`src/rtl/hilo_div_if.sv`:
```
// Issue/result bundle between the EX-stage decoder, the hazard logic and the
// HI/LO divide sequencer.
interface hilo_div_if #(
  parameter int unsigned WIDTH = 32
);
  logic             start;
  logic             signed_op;
  logic [WIDTH-1:0] dividend;
  logic [WIDTH-1:0] divisor;
  logic             rd_hi;
  logic             rd_lo;
  logic             flush;
  logic             stall;
  logic             busy;
  logic             done;
  logic             div_by_zero;
  logic [WIDTH-1:0] hi;
  logic [WIDTH-1:0] lo;

  modport master (
    output start, signed_op, dividend, divisor, rd_hi, rd_lo, flush,
    input  stall, busy, done, div_by_zero, hi, lo
  );

  modport slave (
    input  start, signed_op, dividend, divisor, rd_hi, rd_lo, flush,
    output stall, busy, done, div_by_zero, hi, lo
  );
endinterface

```
`src/rtl/hilo_div_sequencer.sv`:
```
// DIV/DIVU sequencer: radix-2 restoring divide, one quotient bit per cycle,
// quotient to LO and remainder to HI; stalls HI/LO readers while in flight.
module hilo_div_sequencer #(
  parameter int unsigned WIDTH = 32,
  parameter int unsigned CNT_W = 5
) (
  input logic        clk,
  input logic        rst_n,
  hilo_div_if.slave  bus
);

  typedef enum logic [2:0] {StIdle, StPrep, StIter, StFix, StDone} state_e;

  state_e           state_q, state_d;
  logic [WIDTH-1:0] a_q, a_d;
  logic [WIDTH-1:0] b_q, b_d;
  logic [WIDTH-1:0] rem_q, rem_d;
  logic [WIDTH-1:0] quo_q, quo_d;
  logic [WIDTH-1:0] hi_q, hi_d;
  logic [WIDTH-1:0] lo_q, lo_d;
  logic [CNT_W-1:0] cnt_q, cnt_d;
  logic             signed_q, signed_d;
  logic             q_neg_q, q_neg_d;
  logic             r_neg_q, r_neg_d;
  logic             dbz_q, dbz_d;

  logic [WIDTH:0]   rem_sh;
  logic             ge;
  logic [WIDTH-1:0] diff;
  logic [WIDTH-1:0] a_abs;
  logic [WIDTH-1:0] b_abs;
  logic             busy;

  // Trial subtract on the WIDTH+1 bit shifted remainder; when it succeeds the
  // difference is below the divisor, so the low WIDTH bits hold it exactly.
  assign rem_sh = {rem_q, quo_q[WIDTH-1]};
  assign ge     = (rem_sh >= {1'b0, b_q});
  assign diff   = rem_sh[WIDTH-1:0] - b_q;

  assign a_abs = (signed_q && a_q[WIDTH-1]) ? -a_q : a_q;
  assign b_abs = (signed_q && b_q[WIDTH-1]) ? -b_q : b_q;

  assign busy = (state_q == StPrep) || (state_q == StIter) || (state_q == StFix);

  always_comb begin
    state_d  = state_q;
    a_d      = a_q;
    b_d      = b_q;
    rem_d    = rem_q;
    quo_d    = quo_q;
    hi_d     = hi_q;
    lo_d     = lo_q;
    cnt_d    = cnt_q;
    signed_d = signed_q;
    q_neg_d  = q_neg_q;
    r_neg_d  = r_neg_q;
    dbz_d    = dbz_q;

    unique case (state_q)
      StIdle, StDone: begin
        state_d = StIdle;
        if (bus.start) begin
          a_d      = bus.dividend;
          b_d      = bus.divisor;
          signed_d = bus.signed_op;
          q_neg_d  = bus.signed_op & (bus.dividend[WIDTH-1] ^ bus.divisor[WIDTH-1]);
          r_neg_d  = bus.signed_op & bus.dividend[WIDTH-1];
          state_d  = StPrep;
        end
      end
      StPrep: begin
        if (b_q == '0) begin
          lo_d    = '1;
          hi_d    = a_q;
          dbz_d   = 1'b1;
          state_d = StDone;
        end else begin
          quo_d   = a_abs;
          b_d     = b_abs;
          rem_d   = '0;
          cnt_d   = '0;
          state_d = StIter;
        end
      end
      StIter: begin
        rem_d = ge ? diff : rem_sh[WIDTH-1:0];
        quo_d = {quo_q[WIDTH-2:0], ge};
        cnt_d = cnt_q + 1'b1;
        if (cnt_q == CNT_W'(WIDTH - 1)) begin
          state_d = StFix;
        end
      end
      StFix: begin
        lo_d    = q_neg_q ? -quo_q : quo_q;
        hi_d    = r_neg_q ? -rem_q : rem_q;
        dbz_d   = 1'b0;
        state_d = StDone;
      end
      default: state_d = StIdle;
    endcase

    // Flush abandons the divide without touching the architectural HI/LO.
    if (bus.flush) begin
      state_d = StIdle;
      hi_d    = hi_q;
      lo_d    = lo_q;
      dbz_d   = dbz_q;
    end
  end

  always_ff @(posedge clk or negedge rst_n) begin
    if (!rst_n) begin
      state_q  <= StIdle;
      a_q      <= '0;
      b_q      <= '0;
      rem_q    <= '0;
      quo_q    <= '0;
      hi_q     <= '0;
      lo_q     <= '0;
      cnt_q    <= '0;
      signed_q <= 1'b0;
      q_neg_q  <= 1'b0;
      r_neg_q  <= 1'b0;
      dbz_q    <= 1'b0;
    end else begin
      state_q  <= state_d;
      a_q      <= a_d;
      b_q      <= b_d;
      rem_q    <= rem_d;
      quo_q    <= quo_d;
      hi_q     <= hi_d;
      lo_q     <= lo_d;
      cnt_q    <= cnt_d;
      signed_q <= signed_d;
      q_neg_q  <= q_neg_d;
      r_neg_q  <= r_neg_d;
      dbz_q    <= dbz_d;
    end
  end

  assign bus.busy        = busy;
  assign bus.stall       = busy & (bus.rd_hi | bus.rd_lo | bus.start);
  assign bus.done        = (state_q == StDone);
  assign bus.div_by_zero = dbz_q;
  assign bus.hi          = hi_q;
  assign bus.lo          = lo_q;

endmodule
```
`src/flat_wrapper.sv`:
```
// flat-port wrapper written by rule: the top's interface ports become plain ports
module hilo_div_sequencer_flat 
#(
  parameter int unsigned WIDTH = 32,
  parameter int unsigned CNT_W = 5
)
  (clk, rst_n, bus_start, bus_signed_op, bus_dividend, bus_divisor, bus_rd_hi, bus_rd_lo, bus_flush, bus_stall, bus_busy, bus_done, bus_div_by_zero, bus_hi, bus_lo);
  hilo_div_if #(.WIDTH(WIDTH)) bus_i ();
  input logic clk;
  input logic rst_n;
  input wire logic [$bits(bus_i.start)-1:0] bus_start;
  input wire logic [$bits(bus_i.signed_op)-1:0] bus_signed_op;
  input wire logic [$bits(bus_i.dividend)-1:0] bus_dividend;
  input wire logic [$bits(bus_i.divisor)-1:0] bus_divisor;
  input wire logic [$bits(bus_i.rd_hi)-1:0] bus_rd_hi;
  input wire logic [$bits(bus_i.rd_lo)-1:0] bus_rd_lo;
  input wire logic [$bits(bus_i.flush)-1:0] bus_flush;
  output wire logic [$bits(bus_i.stall)-1:0] bus_stall;
  output wire logic [$bits(bus_i.busy)-1:0] bus_busy;
  output wire logic [$bits(bus_i.done)-1:0] bus_done;
  output wire logic [$bits(bus_i.div_by_zero)-1:0] bus_div_by_zero;
  output wire logic [$bits(bus_i.hi)-1:0] bus_hi;
  output wire logic [$bits(bus_i.lo)-1:0] bus_lo;
  assign bus_i.start = bus_start;
  assign bus_i.signed_op = bus_signed_op;
  assign bus_i.dividend = bus_dividend;
  assign bus_i.divisor = bus_divisor;
  assign bus_i.rd_hi = bus_rd_hi;
  assign bus_i.rd_lo = bus_rd_lo;
  assign bus_i.flush = bus_flush;
  assign bus_stall = bus_i.stall;
  assign bus_busy = bus_i.busy;
  assign bus_done = bus_i.done;
  assign bus_div_by_zero = bus_i.div_by_zero;
  assign bus_hi = bus_i.hi;
  assign bus_lo = bus_i.lo;
  hilo_div_sequencer #(.WIDTH(WIDTH), .CNT_W(CNT_W)) u_core (.clk(clk), .rst_n(rst_n), .bus(bus_i));
endmodule
```
`config.mk`:
```
export PLATFORM = sky130hd
export DESIGN_NAME = hilo_div_sequencer_flat
export DESIGN_NICKNAME = d
export VERILOG_FILES = /design/src/rtl/hilo_div_if.sv /design/src/rtl/hilo_div_sequencer.sv /design/src/flat_wrapper.sv
export SDC_FILE = /design/constraint.sdc
export NUM_CORES = 1
export LEC_CHECK = 0
export CORE_MARGIN = 4
export CORE_UTILIZATION = 62
export CTS_CLUSTER_DIAMETER = 120
export CTS_CLUSTER_SIZE = 12
export DETAILED_ROUTE_END_ITERATION = 10
export PLACE_DENSITY_LB_ADDON = 0.1
export SETUP_SLACK_MARGIN = 0.15
export SLEW_MARGIN = 0
export SYNTH_ARGS = -nofsm -noshare
export SYNTH_HDL_FRONTEND = slang
export SYNTH_SLANG_ARGS = --single-unit
```
`constraint.sdc`:
```
create_clock -name clk -period 8.7 [get_ports clk]
set_input_delay 1.74 -clock clk [delete_from_list [all_inputs] [get_ports clk]]
set_output_delay 1.74 -clock clk [all_outputs]
set_load 0.005 [all_outputs]
```
==> run metrics <==
status finished, final reports clean; Startpoint Class input port; gr usage total between 20% and 30%; Critical Path AT 2.96 ns; Total Wirelength ~32000 um; fmax 0.213 GHz; Hold Crit Class register to register; Least-Margin Pin Slew around 1.2 ns; CP Max Fanout 4; share of layout cells above drive strength 1 3.77%; total grt overflow 0; Clock Pin Slew Worst Setup and Hold Paths 0.06 ns; Min-Delay Path Depth 2; Placed Area 14000 um2; syn nets roughly 1600; Gate Count Post-Synth 1500; setup slack at placement ~4 ns; Starting Density between 60% and 70%; Chip Width 150 um; latest clock arrival within the worst-skew pair slightly below 0.5 ns; floorplan die height between 100 and 150 um; CTS resizes 0; design area approximately 15000 um2; Leak between 6 and 7 nW; WL/cell around 17 um; Hold Violations, Final 0; initial antenna violation count 0; sequential share of the synthesized area slightly above 40%; worst vdd ir ~0.11 mV; setup_tns 0 ns; Slew HR approximately 17%; vias in the first global route around 10000; fin crit period roughly 4.7 ns; worst reg-to-reg setup slack approximately 4.4 ns; Site Rows 51; Post-Syn Area between 10000 and 15000 um2; worst hold start u_core.bus.hi[7]; DR iter-0 viols approximately 640; PD cells 218 nW/um2; CTS tree built; Worst Hold End u_core.bus.hi[7]; number of synthesis warnings 0; Setup Fix Bufs, Post-CTS 0; vias per inst between 5 and 6; TritonCTS Buffers 20; Post-synth EDFFs 0; Port Buffers 138; Worst Skew 0.00883 ns; vias between 10000 and 15000; max-cap viol count 0; core area roughly 20000 um2; htree depth 1; Data required, critical path roughly 7 ns; fin crit share ~54%; unrepaired setup endpoints after global routing false; gpl congestion between 0.9 and 1; syn_area_per_cell roughly 8.3 um2; number of remaining DRC errors 0; Max Buffers Root-to-Sink 3; ANT nets after route 0; worst reg2reg endpoint u_core.bus.lo[22]; fin. max-slew vios 0; Netlist cell types between 60 and 70; main flop type after synthesis dfrtp_1; CTS Root Cell clkbuf_16; IO Pins roughly 140; Hold WS ~0.48 ns; hold_buf cts 0; clock sinks approximately 200; most common cell after layout, fill and taps aside nand2_1; Die Area ~22000 um2; most frequent cells in the layout nand2_1 (242), dfrtp_1 (204), o21ai_0 (140), a21oi_1 (137), clkdlybuf4s50_1 (137); first-pass GRT wire length 51300 um; drt pass-1 iters 5; Async SR Flop Fraction between 90% and 100%; Crit Path Category input port to primary output; largest net degree at the start of global routing a little under 90; Area Growth Syn to Fin 16.5%; Synth Register Bits between 200 and 250; launching point of the worst reg2reg path u_core.b_q[19]; Detail Placement HPWL approximately 24000 um; Worst setup EP type primary output; final setup margin 4.00 ns; n_diodes 0; r2r worst-path depth 10; fin nets roughly 1700; final setup vio count 0
-- cell usage after synthesis (all sizes together) (4+ instances only) --
| cell type | count | area (um2) |
|---|---|---|
| dfrtp | 204 | 5100 |
| nand2 | 243 | 912 |
| o21bai | 4 | 30.0 |
| o22ai | 20 | 125 |
| o21ai | 150 | 751 |
| inv | 48 | 180 |
| xnor2 | 39 | 342 |
| and2 | 8 | 50.1 |
| or2 | 6 | 37.5 |
| nor2b | 9 | 56.3 |
| buf | 16 | 78.8 |
| nor2 | 130 | 488 |
| nand2b | 10 | 62.6 |
| o31ai | 26 | 200 |
| xor2 | 80 | 701 |
| a22oi | 31 | 233 |
| nor3 | 40 | 200 |
| or3 | 21 | 136 |
| nand3 | 24 | 120 |
| ha | 38 | 475 |
| a21oi | 137 | 686 |
| a21o | 11 | 82.6 |
| a32oi | 6 | 52.6 |
| o41ai | 9 | 86.3 |
| a31oi | 12 | 75.1 |
| a221o | 6 | 60.1 |
| mux2i | 29 | 290 |
| a211oi | 10 | 75.1 |
| or4 | 11 | 93.8 |
| nor4 | 14 | 115 |
| nand4 | 8 | 50.1 |
| clkbuf | 62 | 233 |
| and3 | 6 | 37.5 |
-- kinds of logic (layout without fill, tap and decap cells) --
family / after synthesis / count (layout) / synth area share [%]
AO/OA/AOI/OAI: 445 / 445 / 21.2
XOR/XNOR: 119 / 119 / 8.34
adder cells (fa/ha/maj): 39 / 39 / 3.96
buffers and inverters: 126 / 219 / 3.93
flip-flops: 204 / 204 / 40.8
multiplexers: 29 / 29 / 2.32
AND/OR/NAND/NOR: 538 / 538 / 19.4
-- registers in the layout (all words and copies together), names as in the netlist --
signal and count:
u_core.state_q 3, u_core.a_q 32, u_core.quo_q 32, u_core.bus.div_by_zero 1
u_core.rem_q 32, u_core.r_neg_q 1, u_core.b_q 32, u_core.q_neg_q 1
u_core.cnt_q 5, u_core.bus.hi 32, u_core.bus.lo 32, u_core.signed_q 1
-- report_power, final --
part,internal [mW],total (mW),leakage [nW],switching [mW]
logic,0.489,1.00,3.64,0.513
registers,1.16,1.41,2.50,0.259
clock network,0.423,0.762,0.259,0.339
total,2.07,3.18,6.41,1.11
-- through the flow --
step / utilization (%) / instances / total power, mW
floorplan: - / 1500 / 2.01
global placement: 71.4 / 1837 / 2.38
detailed placement: 71.4 / 1837 / 2.42
CTS: 74.1 / 1858 / 3.19
global route: 74.1 / 1858 / 3.38
finish: 74.1 / 1858 / 3.18
-- worst max-delay path, cell delays in order --
cell and delay [ns]:
clkdlybuf4s50_1 0.46, o31a_1 0.31, clkdlybuf4s50_1 0.44
-- layout make-up --
| class | instances | area [um2] |
|---|---|---|
| multi-input combinational | 1170 | 6940 |
| inverter | 48 | 180 |
| tap | 265 | 332 |
| timing repair buffer | 150 | 1480 |
| clock buffer | 21 | 526 |
| fill | 1567 | 5090 |
| sequential | 204 | 5100 |
-- layer usage --
| layer | part of all wire (%) | vias up | global-route usage, % |
|---|---|---|---|
| met5 | 0 | - | 0 |
| met3 | 5.5 | 62 | 2.57 |
| met1 | 42 | 5259 | 36.3 |
| met4 | 2.8 | 0 | 8.74 |
| met2 | 50 | 339 | 49.5 |
| li1 | - | 5485 | - |
-- worst max path at each step --
stage | start | endpoint | slack [ns] | cells after the start
final | bus_start | bus_stall | 4.00 | 3
after floorplan | bus_start | bus_stall | 4.94 | 1
after global routing | bus_start | bus_stall | 3.97 | 3
after global placement | bus_start | bus_stall | 4.02 | 3
after detailed placement | bus_start | bus_stall | 4.02 | 3
after CTS | bus_start | bus_stall | 4.01 | 3
(Power assumes the default switching activity.)
==> edit, RTL diff (same settings) <==
The 5 states of `state_e` get a one-hot encoding in 5 bits.
--- a/src/rtl/hilo_div_sequencer.sv
+++ b/src/rtl/hilo_div_sequencer.sv
@@ -9,7 +9,7 @@
   hilo_div_if.slave  bus
 );
 
-  typedef enum logic [2:0] {StIdle, StPrep, StIter, StFix, StDone} state_e;
+  typedef enum logic [4:0] {StIdle = 5'b00001, StPrep = 5'b00010, StIter = 5'b00100, StFix = 5'b01000, StDone = 5'b10000} state_e;
 
   state_e           state_q, state_d;
   logic [WIDTH-1:0] a_q, a_d;
Check against the original RTL: no difference found for any inputs over 4 cycles, from zero or initial values and one cycle with rst_n low; so few cycles prove little.
==> edit against the original RTL <==
Critical path depth grew 3; area after synthesis rose by 4.9%; power is 18% higher; worst setup slack worse by 0.042 ns; largest cell class unchanged; combinational power is 36% higher; sequential cell count up 2; wire length grew 15%; design area up 4.1%; first-iteration DRC count increased by 21%.
==> edit: results (changes against the original RTL) <==
status=complete, no violations (unchanged); Leak=6.245 nW (was 6.405 nW); most frequent cells after synthesis=205 x dfrtp_1, 177 x a21oi_1, 168 x nand2_1 (was 243 x nand2_1, 204 x dfrtp_1, 140 x o21ai_0); DP HPWL=26800 µm (was 23660 µm); mean routed wirelength per cell=19.17 µm (was 17.22 µm); first-pass GRT wire length=58690 µm (was 51340 µm); nets=1750 (was 1704); clk slew on worst S/H paths=0.06 ns (about the same); Arr. time, crit path=3.00 ns (was 2.96 ns); layout cells sized above 1=0.05950 (was 0.03766); syn nets=1665 (was 1610); largest family of logic cells by synthesized area=compound AO/OA/AOI/OAI gates (unchanged); clk buf depth=3 (unchanged); Worst-Skew Late Latency=0.50 ns; CTS Root Cell=clkbuf_16 (unchanged); worst-path fanout max=58 (was 4); count of cell types in the netlist=70 (was 63); Place WS=3.818 ns (was 4.016 ns); initial antenna violation count=0 (unchanged); final worst clock skew=0.02367 ns (was 0.008828 ns); post-synthesis async set-or-reset flop share=1.000 (unchanged); multiplexer share of the synthesized area=0.04532 (was 0.02322); Synth Area in Adders=0.03778 (was 0.03964); Compound-Gate Fraction of Synth Area=0.2214 (was 0.2122); drt pass-1 iters=5 (unchanged); Iter 0 DRT Violations=770 (was 636); Setup Buffers After CTS=0 (unchanged); worst min-delay path class=reg -> reg (unchanged); I/O Buffers=138 (unchanged); RD Place Congestion=0.9186 (was 0.9105); largest cells by area after synthesis=dfrtp_1 39%, a21oi_1 6.8%, o21ai_0 5.2%, xor2_1 5.1%, nand2_1 4.8% (was dfrtp_1 41%, nand2_1 7.3%, o21ai_0 5.6%, xor2_1 5.6%, a21oi_1 5.5%); GRT Total Usage=0.3007 (was 0.2795); Ant. Diodes=0 (unchanged); XOR/XNOR Fraction of Synth Area=0.07681 (was 0.08338); Yosys warnings=0 (unchanged); Worst Tran Pin Value=1.076 ns (was 1.249 ns); largest net degree at the start of global routing=94 (was 88); TritonCTS Buffers=21 (was 20); register area share after synthesis=0.3932 (was 0.4084); post-CTS resize count=0 (unchanged); vias in the first global route=11360 (was 10280); H-tree Lvls=1 (unchanged); Peak supply drop=142.7 µV (was 112.7 µV); via count=12100 (was 11150)
edit: cell types whose count changed after synthesis, sizes merged, moves of 14 or more:
cell,change
a21oi,+40
a22oi,-23
mux2,+35
nand2,-75
nand3,+32
o211ai,+14
or4,+16
edit: layout make-up:
type	count	area, µm²
flip-flops and latches	206	5156
well taps	270	337.8
inverters	53	198.9
multi-input cells	1208	7427
repair buffers	150	1475
clock buffers	29	555.5
fillers	1569	5333
clock inverters	1	11.26
edit: through the flow:
| stage | hold WS, ns | cells | area [µm²] |
|---|---|---|---|
| 2_1_floorplan | 0.4647 | 1555 | 13110 |
| 3_3_place_gp | 0.4624 | 1887 | 14600 |
| 5_1_grt | 0.5186 | 1917 | 15160 |
| 3_5_place_dp | 0.4730 | 1887 | 14600 |
| 4_1_cts | 0.4859 | 1917 | 15160 |
| 6_report | 0.4801 | 1917 | 15160 |
edit: cells by family after synthesis:
family | after synthesis
adder cells (fa/ha/maj) | 39
AND/OR/NAND/NOR | 507
AO/OA/AOI/OAI | 492
multiplexers | 55
flip-flops | 206
XOR/XNOR | 115
buffers and inverters | 141
edit: final timing paths:
kind	start	to	slack (ns)	cells past startpoint
worst max-delay path	u_core.state_q[4]	bus_stall	3.96	6
worst min-delay path	u_core.bus.hi[5]	u_core.bus.hi[5]	0.48	2
worst max register to register	u_core.quo_q[31]	u_core.rem_q[30]	4.54	12
worst min register to register	u_core.bus.hi[5]	u_core.bus.hi[5]	0.48	2
max in group asynchronous	rst_n	u_core.b_q[2]	6.08	2
min in group asynchronous	rst_n	u_core.quo_q[7]	1.32	1
edit: metal layers:
layer  vias to the layer above  track usage  share of wire
met2                       451       0.5126           0.49
met3                        78      0.03110          0.059
met1                      5811       0.3955           0.41
met5                         -            0              0
met4                         0       0.1224          0.041
li1                       5756            -              -
edit: worst max-delay path: stages, from the launching register on:
cell,delay (ns)
dfrtp_1,0.42
nor2_1,0.19
nand2_1,0.10
or3_2,0.84
nand3_1,0.29
o31a_1,0.16
clkdlybuf4s50_1,0.50
edit: power by group:
group / internal (mW) / switching, mW
sequential: 1.24 / 0.350
clock: 0.442 / 0.368
combinational: 0.684 / 0.679
